[src/rtl/render_cmd_slave_if.sv]
// rtl/render_cmd_slave_if.sv - memory-mapped register bus between the host master and the renderer command slave
interface render_cmd_slave_if;
    logic [3:0]  slave_address;
    logic        slave_read;
    logic [31:0] slave_readdata;
    logic        slave_write;
    logic [31:0] slave_writedata;
    logic        slave_waitrequest;

    modport master (
        output slave_address,
        output slave_read,
        output slave_write,
        output slave_writedata,
        input  slave_readdata,
        input  slave_waitrequest
    );

    modport slave (
        input  slave_address,
        input  slave_read,
        input  slave_write,
        input  slave_writedata,
        output slave_readdata,
        output slave_waitrequest
    );
endinterface

[src/rtl/render_cmd_slave.sv]
// rtl/render_cmd_slave.sv - register front end that queues {x, y, tex} plot commands for the draw engine
module render_cmd_slave #(
    parameter int CMD_DEPTH = 4,
    parameter int X_MAX     = 319,
    parameter int Y_MAX     = 239
) (
    input  logic                    clk,
    input  logic                    rst_n,
    render_cmd_slave_if.slave       bus,
    output logic                    cmd_valid,
    input  logic                    cmd_ready,
    output logic [8:0]              cmd_x,
    output logic [7:0]              cmd_y,
    output logic [6:0]              cmd_tex,
    input  logic                    engine_busy
);

    localparam int AW = (CMD_DEPTH > 1) ? $clog2(CMD_DEPTH) : 1;
    localparam int CW = AW + 1;
    localparam logic [CW-1:0] FULL_COUNT = CW'(CMD_DEPTH);

    localparam logic [3:0] ADDR_STATUS  = 4'd0;
    localparam logic [3:0] ADDR_X       = 4'd1;
    localparam logic [3:0] ADDR_Y       = 4'd2;
    localparam logic [3:0] ADDR_TEX     = 4'd4;
    localparam logic [3:0] ADDR_PLOTCNT = 4'd5;
    localparam logic [3:0] ADDR_PLOT    = 4'd6;
    localparam logic [3:0] ADDR_FLUSH   = 4'd7;

    logic [8:0]    x_reg;
    logic [7:0]    y_reg;
    logic [6:0]    tex_reg;
    logic [15:0]   plot_cnt;

    logic [23:0]   fifo_mem [CMD_DEPTH];
    logic [AW-1:0] wr_ptr;
    logic [AW-1:0] rd_ptr;
    logic [CW-1:0] count;

    logic          fifo_full;
    logic          fifo_empty;
    logic          push;
    logic          pop;
    logic          flush;
    logic          wr_accept;
    logic [8:0]    x_sat;
    logic [7:0]    y_sat;

    assign fifo_full  = (count == FULL_COUNT);
    assign fifo_empty = (count == '0);
    assign cmd_valid  = !fifo_empty;
    assign pop        = cmd_valid && cmd_ready;

    // A full FIFO only stalls a plot when the engine is not taking the head this
    // same cycle; a pop frees the slot the push lands in.
    assign bus.slave_waitrequest = bus.slave_write && (bus.slave_address == ADDR_PLOT)
                                   && fifo_full && !cmd_ready;

    assign wr_accept = bus.slave_write && !bus.slave_waitrequest;
    assign push      = wr_accept && (bus.slave_address == ADDR_PLOT);
    assign flush     = wr_accept && (bus.slave_address == ADDR_FLUSH);

    assign {cmd_x, cmd_y, cmd_tex} = fifo_mem[rd_ptr];

    // Clamp coordinates so the engine never sees an off-screen position.
    always_comb begin
        x_sat = (bus.slave_writedata > 32'(X_MAX)) ? 9'(X_MAX) : bus.slave_writedata[8:0];
        y_sat = (bus.slave_writedata > 32'(Y_MAX)) ? 8'(Y_MAX) : bus.slave_writedata[7:0];
    end

    // Coordinate and texture registers written by the host.
    always_ff @(posedge clk) begin
        if (!rst_n) begin
            x_reg   <= '0;
            y_reg   <= '0;
            tex_reg <= '0;
        end else if (wr_accept) begin
            case (bus.slave_address)
                ADDR_X:   x_reg   <= x_sat;
                ADDR_Y:   y_reg   <= y_sat;
                ADDR_TEX: tex_reg <= bus.slave_writedata[6:0];
                default: ;
            endcase
        end
    end

    // Circular command buffer; flush wins over push/pop bookkeeping.
    always_ff @(posedge clk) begin
        if (!rst_n) begin
            wr_ptr <= '0;
            rd_ptr <= '0;
            count  <= '0;
            for (int i = 0; i < CMD_DEPTH; i++) begin
                fifo_mem[i] <= '0;
            end
        end else if (flush) begin
            wr_ptr <= '0;
            rd_ptr <= '0;
            count  <= '0;
        end else begin
            if (push) begin
                fifo_mem[wr_ptr] <= {x_reg, y_reg, tex_reg};
                wr_ptr           <= wr_ptr + 1'b1;
            end
            if (pop) begin
                rd_ptr <= rd_ptr + 1'b1;
            end
            case ({push, pop})
                2'b10:   count <= count + 1'b1;
                2'b01:   count <= count - 1'b1;
                default: count <= count;
            endcase
        end
    end

    // Commands handed to the engine; a pop coinciding with flush still counts.
    always_ff @(posedge clk) begin
        if (!rst_n) begin
            plot_cnt <= '0;
        end else if (pop) begin
            plot_cnt <= plot_cnt + 16'd1;
        end
    end

    // Zero-wait read mux; idle bus reads as zero.
    always_comb begin
        bus.slave_readdata = '0;
        if (bus.slave_read) begin
            case (bus.slave_address)
                ADDR_STATUS:  bus.slave_readdata = {26'd0, fifo_full, 4'(count),
                                                    (!fifo_empty) || engine_busy};
                ADDR_X:       bus.slave_readdata = {23'd0, x_reg};
                ADDR_Y:       bus.slave_readdata = {24'd0, y_reg};
                ADDR_TEX:     bus.slave_readdata = {25'd0, tex_reg};
                ADDR_PLOTCNT: bus.slave_readdata = {16'd0, plot_cnt};
                default:      bus.slave_readdata = '0;
            endcase
        end
    end

endmodule

[src/flat_wrapper.sv]
// flat-port wrapper written by rule: the top's interface ports become plain ports
module render_cmd_slave_flat 
#(
    parameter int CMD_DEPTH = 4,
    parameter int X_MAX     = 319,
    parameter int Y_MAX     = 239
)
  (clk, rst_n, cmd_valid, cmd_ready, cmd_x, cmd_y, cmd_tex, engine_busy, bus_slave_address, bus_slave_read, bus_slave_write, bus_slave_writedata, bus_slave_readdata, bus_slave_waitrequest);
  render_cmd_slave_if bus_i ();
  input  logic clk;
  input  logic rst_n;
  output logic cmd_valid;
  input  logic cmd_ready;
  output logic [8:0] cmd_x;
  output logic [7:0] cmd_y;
  output logic [6:0] cmd_tex;
  input  logic engine_busy;
  input wire logic [$bits(bus_i.slave_address)-1:0] bus_slave_address;
  input wire logic [$bits(bus_i.slave_read)-1:0] bus_slave_read;
  input wire logic [$bits(bus_i.slave_write)-1:0] bus_slave_write;
  input wire logic [$bits(bus_i.slave_writedata)-1:0] bus_slave_writedata;
  output wire logic [$bits(bus_i.slave_readdata)-1:0] bus_slave_readdata;
  output wire logic [$bits(bus_i.slave_waitrequest)-1:0] bus_slave_waitrequest;
  assign bus_i.slave_address = bus_slave_address;
  assign bus_i.slave_read = bus_slave_read;
  assign bus_i.slave_write = bus_slave_write;
  assign bus_i.slave_writedata = bus_slave_writedata;
  assign bus_slave_readdata = bus_i.slave_readdata;
  assign bus_slave_waitrequest = bus_i.slave_waitrequest;
  render_cmd_slave #(.CMD_DEPTH(CMD_DEPTH), .X_MAX(X_MAX), .Y_MAX(Y_MAX)) u_core (.clk(clk), .rst_n(rst_n), .bus(bus_i), .cmd_valid(cmd_valid), .cmd_ready(cmd_ready), .cmd_x(cmd_x), .cmd_y(cmd_y), .cmd_tex(cmd_tex), .engine_busy(engine_busy));
endmodule
[config.mk]
export PLATFORM = sky130hd
export DESIGN_NAME = render_cmd_slave_flat
export DESIGN_NICKNAME = d
export VERILOG_FILES = /design/src/rtl/render_cmd_slave_if.sv /design/src/rtl/render_cmd_slave.sv /design/src/flat_wrapper.sv
export SDC_FILE = /design/constraint.sdc
export NUM_CORES = 1
export LEC_CHECK = 0
export CORE_MARGIN = 5
export CORE_UTILIZATION = 40
export DETAILED_ROUTE_END_ITERATION = 6
export GPL_TIMING_DRIVEN = 0
export SETUP_SLACK_MARGIN = 0.3
export SLEW_MARGIN = 20
export SYNTH_ARGS = -nofsm -noshare
export SYNTH_HDL_FRONTEND = slang
export SYNTH_SLANG_ARGS = --single-unit
[constraint.sdc]
create_clock -name clk -period 7.7 [get_ports clk]
set_clock_uncertainty 0.05 [all_clocks]
set_input_delay 1.155 -clock clk [delete_from_list [all_inputs] [get_ports clk]]
set_output_delay 1.155 -clock clk [all_outputs]
set_load 0.005 [all_outputs]
==> flow_summary.yaml, run 1 <==
status:
  outcome: "finished clean"
logic_synthesis:
  synth_area_leaders: "edfxtp_1 43%, dfxtp_1 15%, and2_1 9.1%"
  synth_cell_types: 50
  syn_area_sq_um: 6750
  yosys_register_bits: 145
  syn_avg_cell_area_sq_um: 12.5
  synth_top_cell_area_share_pct: 42.7
  yosysSeqAreaShare_pct: 57.2
  ys.flop_type: "edfxtp_1"
  postSynth.asyncResetShare_pct: 0
  synth_edf_count: 96
  yosysTopAreaCell: "edfxtp_1"
  syn_inst: 540
  ys_warn_count: 0
placed_design:
  pre_cts_slack_ns: 2.75
  port_buffers: 82
  dp_hpwl_um: 12300
  gp_congestion: 0.839
floorplan:
  die_height_um: 140
  core_area_sq_um: 16600
  initial_core_util_pct: 40.7
  die_w_um: 140
  io_pins: 100
  die_area_sq_um: 19600
  row_count: 47
sta:
  report.final.setup_viol: 0
  post-route-min-period_ns: 5.00
  slew_violations: 0
  worst_slew_pin_slew_ns: 0.719
  relSlewSlack_pct: 52.1
  fin_crit_sh_pct: 64.9
  fmax_mhz: 200
  rsz0062_at_grt: "false"
  hold_viol_final: 0
  fin_ws_ns: 2.70
  fin_setup_tns_ns: 0
critical_path:
  path_max_fanout: 10
  ff2ff_setup_slack_ns: 5.10
  r2r-start: "u_core.count[0]"
  worstSetupPathType: "in2out"
  reg2reg_to: "u_core.fifo_mem[0][12]"
  rr_worst_depth: 5
  critPathArrivalTime_ns: 3.79
  crit_required_ns: 6.49
  end_kind: "primary output"
  cp-start-kind: "primary input"
grt:
  grt_pass1_vias: 4870
  met3_usage_pct: 4.23
  grtUsageMet1_pct: 23.3
  top_usage_layer: "met2"
  grt.total_usage_pct: 18.0
  antenna_found_initial: 0
  grt_use_met2_pct: 29.6
  grt_max_degree: 23
  grt-ovfl-total: 0
  grt_pass1_wl_um: 27100
routing:
  drc: 0
  drt-initial-drc-count: 339
  ant_nets: 0
  wl_um: 17000
  num_vias: 4661
  firstDrtPassIters: 7
  viasPerCell: 5.22
  wire_per_inst_um: 19.0
clock_tree:
  insertion_delay_ns: 0.42
  cts_tree: "done"
  post_cts_buffers: 0
  cts_resized: 0
  cts-buffers-inserted: 17
  ctsRootBufferMaster: "clkbuf_16"
  cts_hold_buf: 0
  clk_pin_slew_worst_paths_ns: 0.06
  htree_levels: 4
  clk_path_buf_depth: 2
  clkSinkCount: 145
worst_hold_path:
  hold_path.startpoint: "u_core.plot_cnt[15]"
  hold_class: "reg2reg"
  whs_endpoint: "u_core.plot_cnt[15]"
  min_path_cells: 2
finish:
  diodes: 0
  area_growth_pct: 28.0
  largest_reg_flops: 96
  layout-drive-gt1-share_pct: 14.6
  final_nets: 705
pwr:
  p_sw_w: 0.000372
  comb_power_share_pct: 6.6
  seqPwrFrac_pct: 47.7
  peakVddDrop_mv: 0.152
  p_leak_nw: 3.06
  switching_share_pct: 20.7
  p_int_w: 0.00143
  clock_power_share_pct: 45.8
  powerDensity_nw_per_um2: 208
flow_run:
  drv_cap: 0
[worst max-delay path: stages]
cell             delay, ns
clkdlybuf4s50_1       0.65
nor4bb_1              0.30
clkbuf_1              0.30
clkbuf_1              0.37
a22oi_1               0.17
a21oi_1               0.26
clkdlybuf4s50_1       0.57
[worst max path at each step]
stage	startpoint	cells after the start	endpoint	slack, ns
finish	bus_slave_address[2]	7	bus_slave_readdata[4]	2.70
global placement	bus_slave_address[3]	5	u_core.fifo_mem[3][16]	1.15
floorplan	bus_slave_address[0]	5	u_core.fifo_mem[1][0]	3.52
detailed placement	bus_slave_address[2]	7	bus_slave_readdata[4]	2.75
global route	bus_slave_address[2]	7	bus_slave_readdata[6]	2.50
CTS	bus_slave_address[2]	7	bus_slave_readdata[4]	2.74
[placed cells by master, fill, tap and decap left out, types with 19 or more instances in the layout]
| cell type | count |
|---|---|
| and2_1 | 98 |
| clkbuf_1 | 19 |
| clkbuf_16 | 19 |
| dfxtp_1 | 49 |
| nand2_1 | 27 |
| edfxtp_1 | 96 |
| a21oi_1 | 19 |
| nor2_1 | 27 |
| mux4_2 | 24 |
| clkdlybuf4s50_1 | 82 |
[cell usage after synthesis, types with 2 or more instances]
library cell  count
nor2_1           27
nor3_1            6
clkbuf_1         17
a32o_1            2
o311a_1           6
buf_6             4
buf_4            17
nand3b_1          2
a21oi_1          19
nand2b_1         11
nor3b_4           2
mux2i_1           2
o221a_1           4
xor2_1            6
a31oi_1           5
or4_1             3
inv_1             7
dfxtp_1          49
nand4_1           5
mux4_2           24
nand4b_1          2
o21ai_0           7
nand3_1          15
and3_1            9
nor4b_2           3
o21ai_1           7
edfxtp_1         96
nand2_1          27
inv_2             2
buf_2             5
or3_1             4
a22oi_1          15
ha_1              2
and2_1           98
nor4_1            7
xnor2_1           9
[logic make-up after synthesis]
family | count (synthesis) | synth area share [%]
AND/OR/NAND/NOR | 227 | 20.2
flip-flops | 145 | 57.2
AO/OA/AOI/OAI | 70 | 7.16
buffers and inverters | 53 | 4.43
multiplexers | 26 | 8.31
XOR/XNOR | 15 | 1.95
adder cells (fa/ha/maj) | 3 | 0.667
other | 1 | 0.0556
[per-layer routing]
layer | part of all wire, % | vias to the layer above | wire length, um
li1 | - | 2208 | -
met1 | 43 | 2272 | 7330
met2 | 49 | 154 | 8370
met3 | 5.3 | 27 | 895
met4 | 2.2 | 0 | 368
met5 | 0 | - | 0
[power groups by stage]
| stage | Clock (W) | Sequential (W) | Combinational [W] |
|---|---|---|---|
| after floorplan | 0 | 0.000871 | 0.0000538 |
| after global placement | 0 | 0.000875 | 0.000110 |
| after detailed placement | 0 | 0.000874 | 0.000119 |
| after CTS | 0.000834 | 0.000858 | 0.000119 |
| after global routing | 0.000874 | 0.000859 | 0.000128 |
| final | 0.000824 | 0.000857 | 0.000118 |
[layout make-up]
type | instances | area (sq um)
Timing Repair Buffer | 86 | 923
Fill cell | 1458 | 7950
Buffer | 44 | 265
Clock inverter | 7 | 68.8
Inverter | 9 | 33.8
Sequential cell | 145 | 3860
Multi-Input combinational cell | 357 | 2670
Clock buffer | 25 | 538
Tap cell | 220 | 275
[through the flow]
| stage | area, sq um | cells | power, W | utilization [%] | hold slack (ns) |
|---|---|---|---|---|---|
| 2_1_floorplan | 6810 | 555 | 0.000925 | - | 0.391 |
| 3_3_place_gp | 7900 | 857 | 0.000985 | 47.6 | 0.417 |
| 3_5_place_dp | 8030 | 861 | 0.000993 | 48.4 | 0.415 |
| 4_1_cts | 8640 | 893 | 0.00181 | 52.1 | 0.428 |
| 5_1_grt | 8640 | 893 | 0.00186 | 52.1 | 0.475 |
| 6_report | 8640 | 893 | 0.00180 | 52.1 | 0.423 |
Note: power is estimated with default switching activity, not from simulation.
==> run 2: changes to the inputs <==
==> constraint.sdc (replaced) <==
create_clock -name clk -period 4.9 [get_ports clk]
set_clock_uncertainty 0.05 [all_clocks]
set_input_delay 0.735 -clock clk [delete_from_list [all_inputs] [get_ports clk]]
set_output_delay 0.735 -clock clk [all_outputs]
set_load 0.005 [all_outputs]
==> results of run 2 <==
Same layout as run 1 (identical final DEF). Status: finished clean.
Among the figures that moved: setup slack after placement 2.75 ns -> 0.791 ns; setup slack after layout 2.70 ns -> 0.743 ns; register-to-register setup slack 5.10 ns -> 2.30 ns; total power 0.00180 W -> 0.00283 W; worst IR drop on VDD 0.152 mV -> 0.239 mV
==> run 3: changes to the inputs <==
==> constraint.sdc (replaced) <==
create_clock -name clk -period 3.8 [get_ports clk]
set_clock_uncertainty 0.05 [all_clocks]
set_input_delay 0.57 -clock clk [delete_from_list [all_inputs] [get_ports clk]]
set_output_delay 0.57 -clock clk [all_outputs]
set_load 0.005 [all_outputs]
==> run 3 against run 2 <==
  * Sequential power increased by 29%
  * Register-to-register slack lost 1.1 ns
  * Routed wire length increased by 0.28%
  * Setup slack lost 0.25 ns
  * Count of clock-buffer cells in the layout stayed put
  * Via count is 0.51% higher
  * Power is 29% higher
  * Cell count is 0.11% higher
  * Flip-flop and latch count unchanged
  * Final area rose by 0.33%
  * First-iteration DRC count is 4.1% lower
  * Critical path depth is the same
  * Critical endpoint unchanged
==> flow_summary.yaml, run 3 (synthesis gave the netlist of run 1 again) <==
finish:
  stdcell_area_sq_um: 8670
  layout-drive-gt1-share_pct: 15.4
  mostFrequentLayoutCells: "98 x and2_1, 96 x edfxtp_1, 79 x clkdlybuf4s50_1, 49 x dfxtp_1"
  area_growth_pct: 28.4
  final_common_cell: "and2_1"
  largest_reg_flops: 96
  fillers: 1453
  fin_cells: 894
  final_nets: 706
  register_area_sq_um: 3860
  multiInputGateArea_sq_um: 2690
  diodes: 0
critical_path:
  end_kind: "primary output"
  cp-start-kind: "primary input"
  crit_required_ns: 3.18
  worst_path_largest_cell_delay_ns: 0.57
  rr_worst_depth: 5
  critPathArrivalTime_ns: 2.68
  crit_end: "bus_slave_readdata[4]"
  startpoint: "bus_slave_address[2]"
  r2r-start: "u_core.count[0]"
  path_max_fanout: 10
  worstSetupPathType: "in2out"
  timing.critical_path.mode_cell: "clkbuf_2"
  reg2reg_to: "u_core.fifo_mem[0][8]"
  critPathSlowestCell: "clkdlybuf4s50_1"
  ff2ff_setup_slack_ns: 1.19
  path_cells: "clkdlybuf4s15_1 -> nor4bb_1 -> clkbuf_2 -> clkbuf_2 -> a22oi_1 -> a21oi_1 -> clkdlybuf4s50_1"
sta:
  fin_crit_sh_pct: 86.9
  relSlewSlack_pct: 52.9
  post-route-min-period_ns: 3.30
  slew_violations: 0
  rsz0062_at_grt: "false"
  report.final.setup_viol: 0
  worst_slew_pin_slew_ns: 0.707
  hold_viol_final: 0
  fmax_mhz: 303
routing:
  ant_nets: 0
  firstDrtPassIters: 5
  wire_per_inst_um: 19.0
  drt-initial-drc-count: 325
  drc: 0
  wl_um: 17000
  viasPerCell: 5.24
  num_vias: 4685
grt:
  grt.total_usage_pct: 18.0
  grt_max_degree: 23
  grt-ovfl-total: 0
  grt_pass1_wl_um: 27100
  grt_use_met2_pct: 29.6
  met3_usage_pct: 4.43
  grt_pass1_vias: 4880
  top_usage_layer: "met2"
  grtUsageMet1_pct: 23.3
  antenna_found_initial: 0
floorplan:
  core_area_sq_um: 16600
  die_height_um: 140
  die_area_sq_um: 19600
  io_pins: 100
  row_count: 47
  die_w_um: 140
  initial_core_util_pct: 40.7
placed_design:
  dp.cells: 861
  place_area_sq_um: 8030
  port_buffers: 82
  dp_hpwl_um: 12300
  gp_congestion: 0.839
clock_tree:
  cts-buffers-inserted: 17
  htree_levels: 4
  clk_pin_slew_worst_paths_ns: 0.06
  clkSinkCount: 145
  clk_path_buf_depth: 2
  ctsRootBufferMaster: "clkbuf_16"
  cts_tree: "done"
  insertion_delay_ns: 0.42
  cts_hold_buf: 0
pwr:
  powerDensity_nw_per_um2: 421
  p_leak_nw: 3.09
  peakVddDrop_mv: 0.312
worst_hold_path:
  hold_class: "reg2reg"
status:
  outcome: "finished clean"
flow_run:
  drv_cap: 0
[run 3: worst min path at each step]
| stage | from | cells past startpoint | end |
|---|---|---|---|
| after floorplan | u_core.plot_cnt[15] | 2 | u_core.plot_cnt[15] |
| after global placement | u_core.plot_cnt[15] | 2 | u_core.plot_cnt[15] |
| after detailed placement | u_core.plot_cnt[15] | 2 | u_core.plot_cnt[15] |
| after CTS | u_core.plot_cnt[15] | 2 | u_core.plot_cnt[15] |
| after global routing | u_core.plot_cnt[15] | 2 | u_core.plot_cnt[15] |
| final | u_core.plot_cnt[15] | 2 | u_core.plot_cnt[15] |
[run 3: power by group]
part	switching (W)	internal (W)	total, W
registers	0.0000191	0.00172	0.00174
logic	0.000115	0.000127	0.000242
clock network	0.000622	0.00105	0.00167
[run 3: metrics by stage]
| stage | power, W | worst slack, ns | util [%] | setup TNS [ns] | hold WS (ns) |
|---|---|---|---|---|---|
| global route | 0.00377 | 0.328 | 52.3 | 0 | 0.475 |
| global placement | 0.00200 | -2.17 | 47.6 | -119.71 | 0.417 |
| floorplan | 0.00187 | 0.201 | - | 0 | 0.391 |
| CTS | 0.00367 | 0.284 | 52.2 | 0 | 0.428 |
| finish | 0.00365 | 0.497 | 52.3 | 0 | 0.423 |
| detailed placement | 0.00201 | 0.0209 | 48.4 | 0 | 0.415 |
[run 3: timing repair]
item                       in CTS  in global routing
buffers inserted                1                  0
hold endpoints to repair        0                  0
setup endpoints to repair      16                  8
pin swaps                       0                  0
gates resized for setup         8                  2
[run 3: per-layer routing]
metal | vias to the layer above | share of wire (%)
met5 | - | 0
met3 | 28 | 5.3
li1 | 2207 | -
met1 | 2291 | 43
met4 | 0 | 2.1
met2 | 159 | 49
[run 3: layout make-up]
class                      instances  share of cell area [%]
multi-input combinational        357                    31.0
timing repair buffer              87                    10.8
clock inverter                     7                   0.794
sequential                       145                    44.6
clock buffer                      25                    6.21
buffer                            44                    3.12
inverter                           9                   0.390
tap                              220                    3.18
[run 3: critical path: cells and delay by family]
| family | cells | cell delay [ns] |
|---|---|---|
| compound gates | 2 | 0.38 |
| buf+inv | 4 | 1.41 |
| simple gates | 1 | 0.31 |
